File: config.mk
export PLATFORM = sky130hd
export DESIGN_NAME = hazard_scoreboard_flat
export DESIGN_NICKNAME = d
export VERILOG_FILES = /design/src/rtl/hazard_scoreboard_if.sv /design/src/rtl/hazard_scoreboard.sv /design/src/flat_wrapper.sv
export SDC_FILE = /design/constraint.sdc
export NUM_CORES = 1
export LEC_CHECK = 0
export CELL_PAD_IN_SITES_DETAIL_PLACEMENT = 1
export CELL_PAD_IN_SITES_GLOBAL_PLACEMENT = 1
export CORE_MARGIN = 2
export CORE_UTILIZATION = 40
export DETAILED_ROUTE_END_ITERATION = 8
export GPL_ROUTABILITY_DRIVEN = 0
export MAX_ROUTING_LAYER = met4
export PLACE_DENSITY_LB_ADDON = 0.1
export RECOVER_POWER = 25
export SLEW_MARGIN = 10
export SYNTH_ARGS = -nofsm -noshare
export SYNTH_HDL_FRONTEND = slang
export SYNTH_SLANG_ARGS = --single-unit
File: constraint.sdc
create_clock -name clk -period 3.2 [get_ports clk]
set_input_delay 0.48 -clock clk [delete_from_list [all_inputs] [get_ports clk]]
set_output_delay 0.48 -clock clk [all_outputs]
set_load 0.02 [all_outputs]
File: src/rtl/hazard_scoreboard_if.sv
// ID-stage <-> hazard scoreboard bundle: source operands, issue info
// going in; stall, per-port hazard flags and per-register busy coming back.
interface hazard_scoreboard_if #(
    parameter int REG_ADDR_W = 4,
    parameter int NUM_SRC    = 3
);
    logic [NUM_SRC*REG_ADDR_W-1:0] src;
    logic [NUM_SRC-1:0]            src_used;
    logic                          issue_valid;
    logic                          issue_wb_en;
    logic [REG_ADDR_W-1:0]         issue_dest;
    logic                          issue_is_load;
    logic                          forwarding_en;
    logic                          flush;
    logic                          stall;
    logic [NUM_SRC-1:0]            hazard_src;
    logic [(1<<REG_ADDR_W)-1:0]    busy;

    modport master (
        output src, src_used, issue_valid, issue_wb_en,
        output issue_dest, issue_is_load, forwarding_en, flush,
        input  stall, hazard_src, busy
    );

    modport slave (
        input  src, src_used, issue_valid, issue_wb_en,
        input  issue_dest, issue_is_load, forwarding_en, flush,
        output stall, hazard_src, busy
    );
endinterface

File: src/rtl/hazard_scoreboard.sv
// Per-register pending-write scoreboard with countdown timers for ID stalls.
// Optional HAZARD_STATS_EN adds stall_cycles / hazard_events counters.
module hazard_scoreboard #(
    parameter int REG_ADDR_W   = 4,
    parameter int NUM_SRC      = 3,
    parameter int NOFWD_LAT    = 2,
    parameter int FWD_ALU_LAT  = 0,
    parameter int FWD_LOAD_LAT = 1
) (
    input  logic                clk,
    input  logic                rst_n,
`ifdef HAZARD_STATS_EN
    output logic [31:0]         stall_cycles,
    output logic [31:0]         hazard_events,
`endif
    hazard_scoreboard_if.slave  bus
);

    localparam int NREG = 1 << REG_ADDR_W;
    localparam int MAX_AB =
        (NOFWD_LAT > FWD_ALU_LAT) ? NOFWD_LAT : FWD_ALU_LAT;
    localparam int MAXL =
        (MAX_AB > FWD_LOAD_LAT) ? MAX_AB : FWD_LOAD_LAT;
    localparam int CW = (MAXL < 1) ? 1 : $clog2(MAXL + 1);

    localparam logic [CW-1:0] L_NOFWD = CW'(NOFWD_LAT);
    localparam logic [CW-1:0] L_ALU   = CW'(FWD_ALU_LAT);
    localparam logic [CW-1:0] L_LOAD  = CW'(FWD_LOAD_LAT);

    logic [CW-1:0]      cnt     [NREG];
    logic [CW-1:0]      cnt_nxt [NREG];
    logic [NUM_SRC-1:0] hz;
    logic [NREG-1:0]    busy_w;
    logic [CW-1:0]      lat;
    logic               stall_w;
    logic               fire;

    always_comb begin
        hz = '0;
        for (int i = 0; i < NUM_SRC; i++) begin
            if (bus.src_used[i] &&
                cnt[bus.src[i*REG_ADDR_W +: REG_ADDR_W]] != '0)
                hz[i] = 1'b1;
        end
    end

    always_comb begin
        busy_w = '0;
        for (int r = 0; r < NREG; r++)
            busy_w[r] = (cnt[r] != '0);
    end

    assign stall_w = bus.issue_valid & ~bus.flush & (|hz);
    assign fire    = bus.issue_valid & ~bus.flush & ~stall_w;

    assign bus.stall      = stall_w;
    assign bus.hazard_src = hz;
    assign bus.busy       = busy_w;

    always_comb begin
        lat = L_NOFWD;
        unique case (1'b1)
            ~bus.forwarding_en:                     lat = L_NOFWD;
            bus.forwarding_en &  bus.issue_is_load: lat = L_LOAD;
            bus.forwarding_en & ~bus.issue_is_load: lat = L_ALU;
        endcase
    end

    // max(dec, lat) keeps an older, longer write pending
    always_comb begin
        logic [CW-1:0] dec;
        dec = '0;
        for (int r = 0; r < NREG; r++) begin
            dec = (cnt[r] == '0) ? '0 : cnt[r] - CW'(1);
            cnt_nxt[r] = dec;
            if (fire && bus.issue_wb_en &&
                bus.issue_dest == REG_ADDR_W'(r) && lat > dec)
                cnt_nxt[r] = lat;
        end
    end

    always_ff @(posedge clk or negedge rst_n) begin
        if (!rst_n) begin
            for (int r = 0; r < NREG; r++)
                cnt[r] <= '0;
        end else begin
            for (int r = 0; r < NREG; r++)
                cnt[r] <= cnt_nxt[r];
        end
    end

`ifdef HAZARD_STATS_EN
    logic stall_q;

    always_ff @(posedge clk or negedge rst_n) begin
        if (!rst_n) begin
            stall_q       <= 1'b0;
            stall_cycles  <= '0;
            hazard_events <= '0;
        end else begin
            stall_q <= stall_w;
            if (stall_w)
                stall_cycles <= stall_cycles + 32'd1;
            if (stall_w && !stall_q)
                hazard_events <= hazard_events + 32'd1;
        end
    end
`endif

endmodule

File: src/flat_wrapper.sv
// flat-port wrapper written by rule: the top's interface ports become plain ports
module hazard_scoreboard_flat 
#(
    parameter int REG_ADDR_W   = 4,
    parameter int NUM_SRC      = 3,
    parameter int NOFWD_LAT    = 2,
    parameter int FWD_ALU_LAT  = 0,
    parameter int FWD_LOAD_LAT = 1
)
  (clk, rst_n, bus_src, bus_src_used, bus_issue_valid, bus_issue_wb_en, bus_issue_dest, bus_issue_is_load, bus_forwarding_en, bus_flush, bus_stall, bus_hazard_src, bus_busy);
  hazard_scoreboard_if #(.REG_ADDR_W(REG_ADDR_W), .NUM_SRC(NUM_SRC)) bus_i ();
  input  logic clk;
  input  logic rst_n;
  input wire logic [$bits(bus_i.src)-1:0] bus_src;
  input wire logic [$bits(bus_i.src_used)-1:0] bus_src_used;
  input wire logic [$bits(bus_i.issue_valid)-1:0] bus_issue_valid;
  input wire logic [$bits(bus_i.issue_wb_en)-1:0] bus_issue_wb_en;
  input wire logic [$bits(bus_i.issue_dest)-1:0] bus_issue_dest;
  input wire logic [$bits(bus_i.issue_is_load)-1:0] bus_issue_is_load;
  input wire logic [$bits(bus_i.forwarding_en)-1:0] bus_forwarding_en;
  input wire logic [$bits(bus_i.flush)-1:0] bus_flush;
  output wire logic [$bits(bus_i.stall)-1:0] bus_stall;
  output wire logic [$bits(bus_i.hazard_src)-1:0] bus_hazard_src;
  output wire logic [$bits(bus_i.busy)-1:0] bus_busy;
  assign bus_i.src = bus_src;
  assign bus_i.src_used = bus_src_used;
  assign bus_i.issue_valid = bus_issue_valid;
  assign bus_i.issue_wb_en = bus_issue_wb_en;
  assign bus_i.issue_dest = bus_issue_dest;
  assign bus_i.issue_is_load = bus_issue_is_load;
  assign bus_i.forwarding_en = bus_forwarding_en;
  assign bus_i.flush = bus_flush;
  assign bus_stall = bus_i.stall;
  assign bus_hazard_src = bus_i.hazard_src;
  assign bus_busy = bus_i.busy;
  hazard_scoreboard #(.REG_ADDR_W(REG_ADDR_W), .NUM_SRC(NUM_SRC), .NOFWD_LAT(NOFWD_LAT), .FWD_ALU_LAT(FWD_ALU_LAT), .FWD_LOAD_LAT(FWD_LOAD_LAT)) u_core (.clk(clk), .rst_n(rst_n), .bus(bus_i));
endmodule
Yosys cells after proc, flatten, opt, wreduce, memory -nomap -nowiden
Index checks and enable logic that the tools add are counted.
- register bits after elaboration: 32
- logic and storage cells: 196
- output and inout bits: 20
- input bits: 26
- reduce and logical (&&, ||, !) cells: 73
- equal/unequal tests: 15
- $lt $le $gt $ge: 19
- add/sub/neg operators: 16
- muxes and demuxes: 45
- bitwise operators: 12
- operators with widths (operator ; count):
    $mux 2 ; 38
    $reduce_bool 2->1 ; 19
    $logic_and 1x1->1 ; 36
    $eq 4x4->1 const B ; 8
    $gt 2x2->1 ; 16
    $logic_not 2->1 ; 16
    $sub 2x1->2 const B ; 16
    $bmux 2 s4 ; 3
    $eq 4x3->1 const B ; 4
    $ge 5x5->1 const B ; 3
    $not 4->5 ; 3
    $eq 4x2->1 const B ; 2
    $pmux 2 s3 ; 1
    $and 1x1->1 ; 5
    $eq 4x1->1 const B ; 1
    $logic_not 4->1 ; 1
    $not 1->1 ; 4
    $mux 1 ; 3
    $reduce_or 3->1 ; 1

Logic depth before layout (Yosys ltp)
- depth after elaboration: 15
- gate-level depth with buffers: 9
- gate-level depth less buffers: 8

Least setup slack after synthesis
Ideal clock, no wire load.
- kind: register to output
- start point: register u_core.cnt[28] (netlist name)
- end point: output bus_stall
- required time: 2720 ps
- arrival: 2250 ps
- buffers on the path: 1
- path slack: 470 ps
- stages on the path, launching flop included: 7
- path through: dfrtp_1 -> or2_0 -> mux4_2 -> mux4_2 -> a22oi_4 -> buf_6 -> a21oi_1
- longest elaborated chain between the ends: 8
- elaborated cells on any way between the ends: 20
- classes of those cells: mux (12); bitwise (1); reduce/logical (7)
- ends and longest elaborated chain (what ; line ; RTL):
    from (decl) ; hazard_scoreboard.sv:30 ; logic [CW-1:0] cnt [NREG];
    from (signal, indexed assignment) ; hazard_scoreboard.sv:88 ; cnt[r] <= cnt_nxt[r];
    $bmux 2 s4 ; hazard_scoreboard.sv:42 ; cnt[bus.src[i*REG_ADDR_W +: REG_ADDR_W]] != '0)
    $mux 2 (not written as such) (2 in series) ; hazard_scoreboard.sv:42 ;
    $reduce_bool 2->1 ; hazard_scoreboard.sv:42 ;
    $logic_and 1x1->1 ; hazard_scoreboard.sv:41 ; if (bus.src_used[i] &&
    $mux 1 ; hazard_scoreboard.sv:41 ;
    $reduce_or 3->1 * ; hazard_scoreboard.sv:53 ; assign stall_w = bus.issue_valid & ~bus.flush & (|hz);
    $and 1x1->1 * ; hazard_scoreboard.sv:53 ;
    to (decl) ; flat_wrapper.sv:22 ; output wire logic [$bits(bus_i.stall)-1:0] bus_stall;
Every way passes the cells marked *; elsewhere a longest branch is shown, timed or not. The select of a mux whose other input is x is not followed.

Worst setup path in the final report
- start point: register u_core.cnt[12] (netlist name)
- end point: output bus_hazard_src[2]
- longest elaborated chain between the ends: 6
- ends and longest elaborated chain (what ; line ; RTL):
    $bmux 2 s4 ; hazard_scoreboard.sv:42 ;
    $mux 2 (not written as such) (2 in series) ; hazard_scoreboard.sv:42 ;
    $reduce_bool 2->1 ; hazard_scoreboard.sv:42 ;
    $logic_and 1x1->1 ; hazard_scoreboard.sv:41 ;
    $mux 1 ; hazard_scoreboard.sv:41 ;
    to (decl) ; flat_wrapper.sv:23 ; output wire logic [$bits(bus_i.hazard_src)-1:0] bus_hazard_src;
Every way passes these cells. The select of a mux whose other input is x is not followed.

==> Implementation_results.wiki <==
{| class="wikitable"
! Metric !! Value
|-
| Status || complete, but fails checks
|-
| Violations in the final reports || max-capacitance violations, max-slew violations
|-
| Worst-margin pin slew || 1.86 ns
|-
| Regs by FF count || u_core.cnt x32
|-
| Worst Path Required || 2.72 ns
|-
| Post-DP Area || 3390 um2
|-
| Number of fill cells || 789
|-
| Period utilisation layout || 94.5%
|-
| Clock tree from TritonCTS || built
|-
| Flops & latches, synth || 32
|-
| Count of yosys warnings during synthesis || 0
|-
| Clock latency at the later pin of the worst-skew pair || 0.28 ns
|-
| Count of hold buffers inserted by post-cts repair || 0
|-
| Syn-to-layout area delta || 25.0%
|-
| Critical path class || reg2out
|-
| Via count of the first global-routing pass || 2473
|-
| Portion of the post-synthesis area used by sequential elements || 28.9%
|-
| M1 GR Usage || 28.9%
|-
| DR WL/cell || 18.0 um
|-
| Core Region || 6760 um2
|-
| Register with the most flip-flops || u_core.cnt
|-
| Placed cell count || 419
|-
| Fraction of final layout cells sized beyond drive strength 1 || 10.4%
|-
| Hpwl dp || 6.02 mm
|-
| RSZ-0062 raised after global routing || no
|-
| Leading area contributor after synthesis || dfrtp_1
|-
| Mapped cell area || 2770 um2
|-
| TritonRoute pass-1 iters || 4
|-
| Post-synth EDFFs || 0
|-
| Top cells by instance count after synthesis || nand2_1, inv_1, dfrtp_1, ha_1, mux2i_1
|-
| Sum Neg Setup Slack || 0 ns
|-
| Footprint of the multi-input gates || 1810 um2
|-
| Number of top-level design ports || 46
|-
| Antenna fix cells || 0
|-
| Wire length after detailed routing || 7.68 mm
|-
| Die outline area || 7620 um2
|-
| Sequential cell area || 801 um2
|-
| Maximum ir drop on the vdd rail || 0.134 mV
|-
| Total via count after detailed routing || 2323
|-
| Row count || 30
|-
| Max reg flops || 32
|-
| Clock transition at the register clock pins on the worst setup and hold paths after CTS || 0.07 ns
|-
| Starting utilization of the core area || 41.1%
|-
| Total power divided by cell area || 252 nW/um2
|-
| Total clock sinks || 32
|-
| Die boundary height || 87.3 um
|-
| Global routing's busiest layer || met2
|-
| Number of DRC violations after detailed routing || 0
|-
| Achievable Freq || 331 MHz
|-
| Wire length of the first global-routing pass || 12.5 mm
|-
| Global-route congestion overflow total || 0
|-
| Avg Cell Area, Syn || 9.53 um2
|-
| Post-layout power || 875 uW
|-
| Crit path max fanout || 7
|-
| Worst clock skew || 0.00548 ns
|-
| Final std cells w/o fill || 427
|-
| Post-route ant nets || 0
|-
| Startpoint type of the worst setup path || flip-flop
|-
| Post-layout net count || 404
|-
| Final period demand of the worst path || 3.02 ns
|-
| Cell at the root of the clock tree || clkbuf_8
|-
| Top flip-flop cell by instance count after synthesis || dfrtp_1
|-
| Standby leakage power || 1.73 nW
|-
| Rel. slew slack || -23.7%
|-
| Yosys top cell area share || 28.9%
|-
| Worst hold slack after final layout || 0.572 ns
|-
| Max-capacitance violation count || 1
|-
| Port Buf Inserts || 45
|-
| GR met3 Demand/Resource || 3.60%
|-
| Cell with the most instances after synthesis || nand2_1
|-
| Path class of the lowest-slack min-delay path || reg2reg
|-
| Clock buffer depth || 2
|-
| Syn nets || 349
|-
| Number of distinct standard cells referenced by the synthesized netlist || 26
|-
| H-tree levels || 2
|-
| Number of antenna violations at the first check in global routing || 0
|-
| Drt first-iter violations || 93
|-
| Synthesized netlist cell count || 291
|-
| Final standard cell area without fillers || 3470 um2
|-
| Vias per std cell || 5.44
|-
| CP endpoint kind || output pin
|-
| Global-route usage over all layers || 22.2%
|-
| Global routing met2 resource utilization || 37.1%
|-
| Setup-violating endpoint count in the final report || 0
|-
| Clock buffers created by TritonCTS || 5
|-
| Die extent in x || 87.3 um
|-
| Synth area leaders || dfrtp_1, ha_1, mux4_2
|-
| Pin count of the biggest net entering global routing || 33
|-
| Hold Violations, Final || 0
|-
| Share of flip-flops with an asynchronous set or reset || 100%
|-
| Data arrival time of the critical path || 2.54 ns
|-
| Slew Limit Fails || 33
|}
## worst max-delay path, stage by stage (launching register included)
cell           delay (ns)
dfrtp_1              0.39
or2_1                0.33
mux4_2               0.49
mux4_2               0.46
nand2_1              0.12
buf_12               0.12
inv_1                0.04
dlygate4sd2_1        0.31
## final timing paths
| kind | startpoint | end | slack [ns] | depth (start not counted) |
|---|---|---|---|---|
| worst min register to register | u_core.cnt[26] | u_core.cnt[27] | 0.57 | 2 |
| worst min-delay path | u_core.cnt[26] | u_core.cnt[27] | 0.57 | 2 |
| worst max-delay path | u_core.cnt[12] | bus_hazard_src[2] | 0.18 | 7 |
| min in group asynchronous | rst_n | u_core.cnt[29] | 1.24 | 2 |
| max in group asynchronous | rst_n | u_core.cnt[15] | 0.90 | 2 |
| worst max register to register | u_core.cnt[12] | u_core.cnt[7] | 0.40 | 7 |
## layout by cell type, fill, tap and decap left out, drive strengths merged
master,instances
dlygate4sd3,1
mux4,15
clkbuf,8
inv,36
dlymetal6s2s,1
ha,32
and3,10
or3,1
clkdlybuf4s50,37
nand3,4
nand2b,17
nand4,2
nor2,3
buf,8
and4b,1
nor2b,2
a2111oi,4
mux2i,32
nand2,46
or2,16
and2,1
dfrtp,32
a22oi,1
nand3b,1
nor3,7
a21oi,17
dlygate4sd2,5
clkinv,2
nor4,5
## metrics by stage
stage / util [%] / worst slack, ns
detailed placement: 50.1 / -0.311
global placement: 50.1 / -0.295
CTS: 51.4 / 0.0141
finish: 51.3 / 0.176
floorplan: - / 0.470
global route: 51.3 / 0.0776
## cell type report
cell class                      instances  area share (%)
Timing Repair Buffer                   54            15.3
Sequential cell                        32            23.1
Clock inverter                          2           0.289
Tap cell                               80            2.89
Multi-Input combinational cell        217            52.2
Inverter                               36            3.90
Clock buffer                            6            2.38
## per-layer routing
layer | wire (um) | up-vias
li1 | - | 1128
met1 | 3590 | 1139
met2 | 3710 | 50
met3 | 320 | 6
met4 | 56 | 0
met5 | 0 | -
## cell families after synthesis
kind of cell / Yosys count / share of synthesized area, %
AO/OA/AOI/OAI: 22 / 5.10
adder cells (fa/ha/maj): 32 / 14.4
flip-flops: 32 / 28.9
AND/OR/NAND/NOR: 116 / 21.9
multiplexers: 47 / 23.7
buffers and inverters: 42 / 6.00
## repair_timing
action	4_1_cts	5_1_grt
setup endpoints to repair	4	2
cloned	0	0
gates resized for setup	6	4
setup buffers	0	0
## power breakdown
group | switching, mW | internal [mW]
logic | 0.0736 | 0.0637
clock network | 0.160 | 0.172
registers | 0.000587 | 0.405
total | 0.234 | 0.641
(Power assumes the default switching activity.)
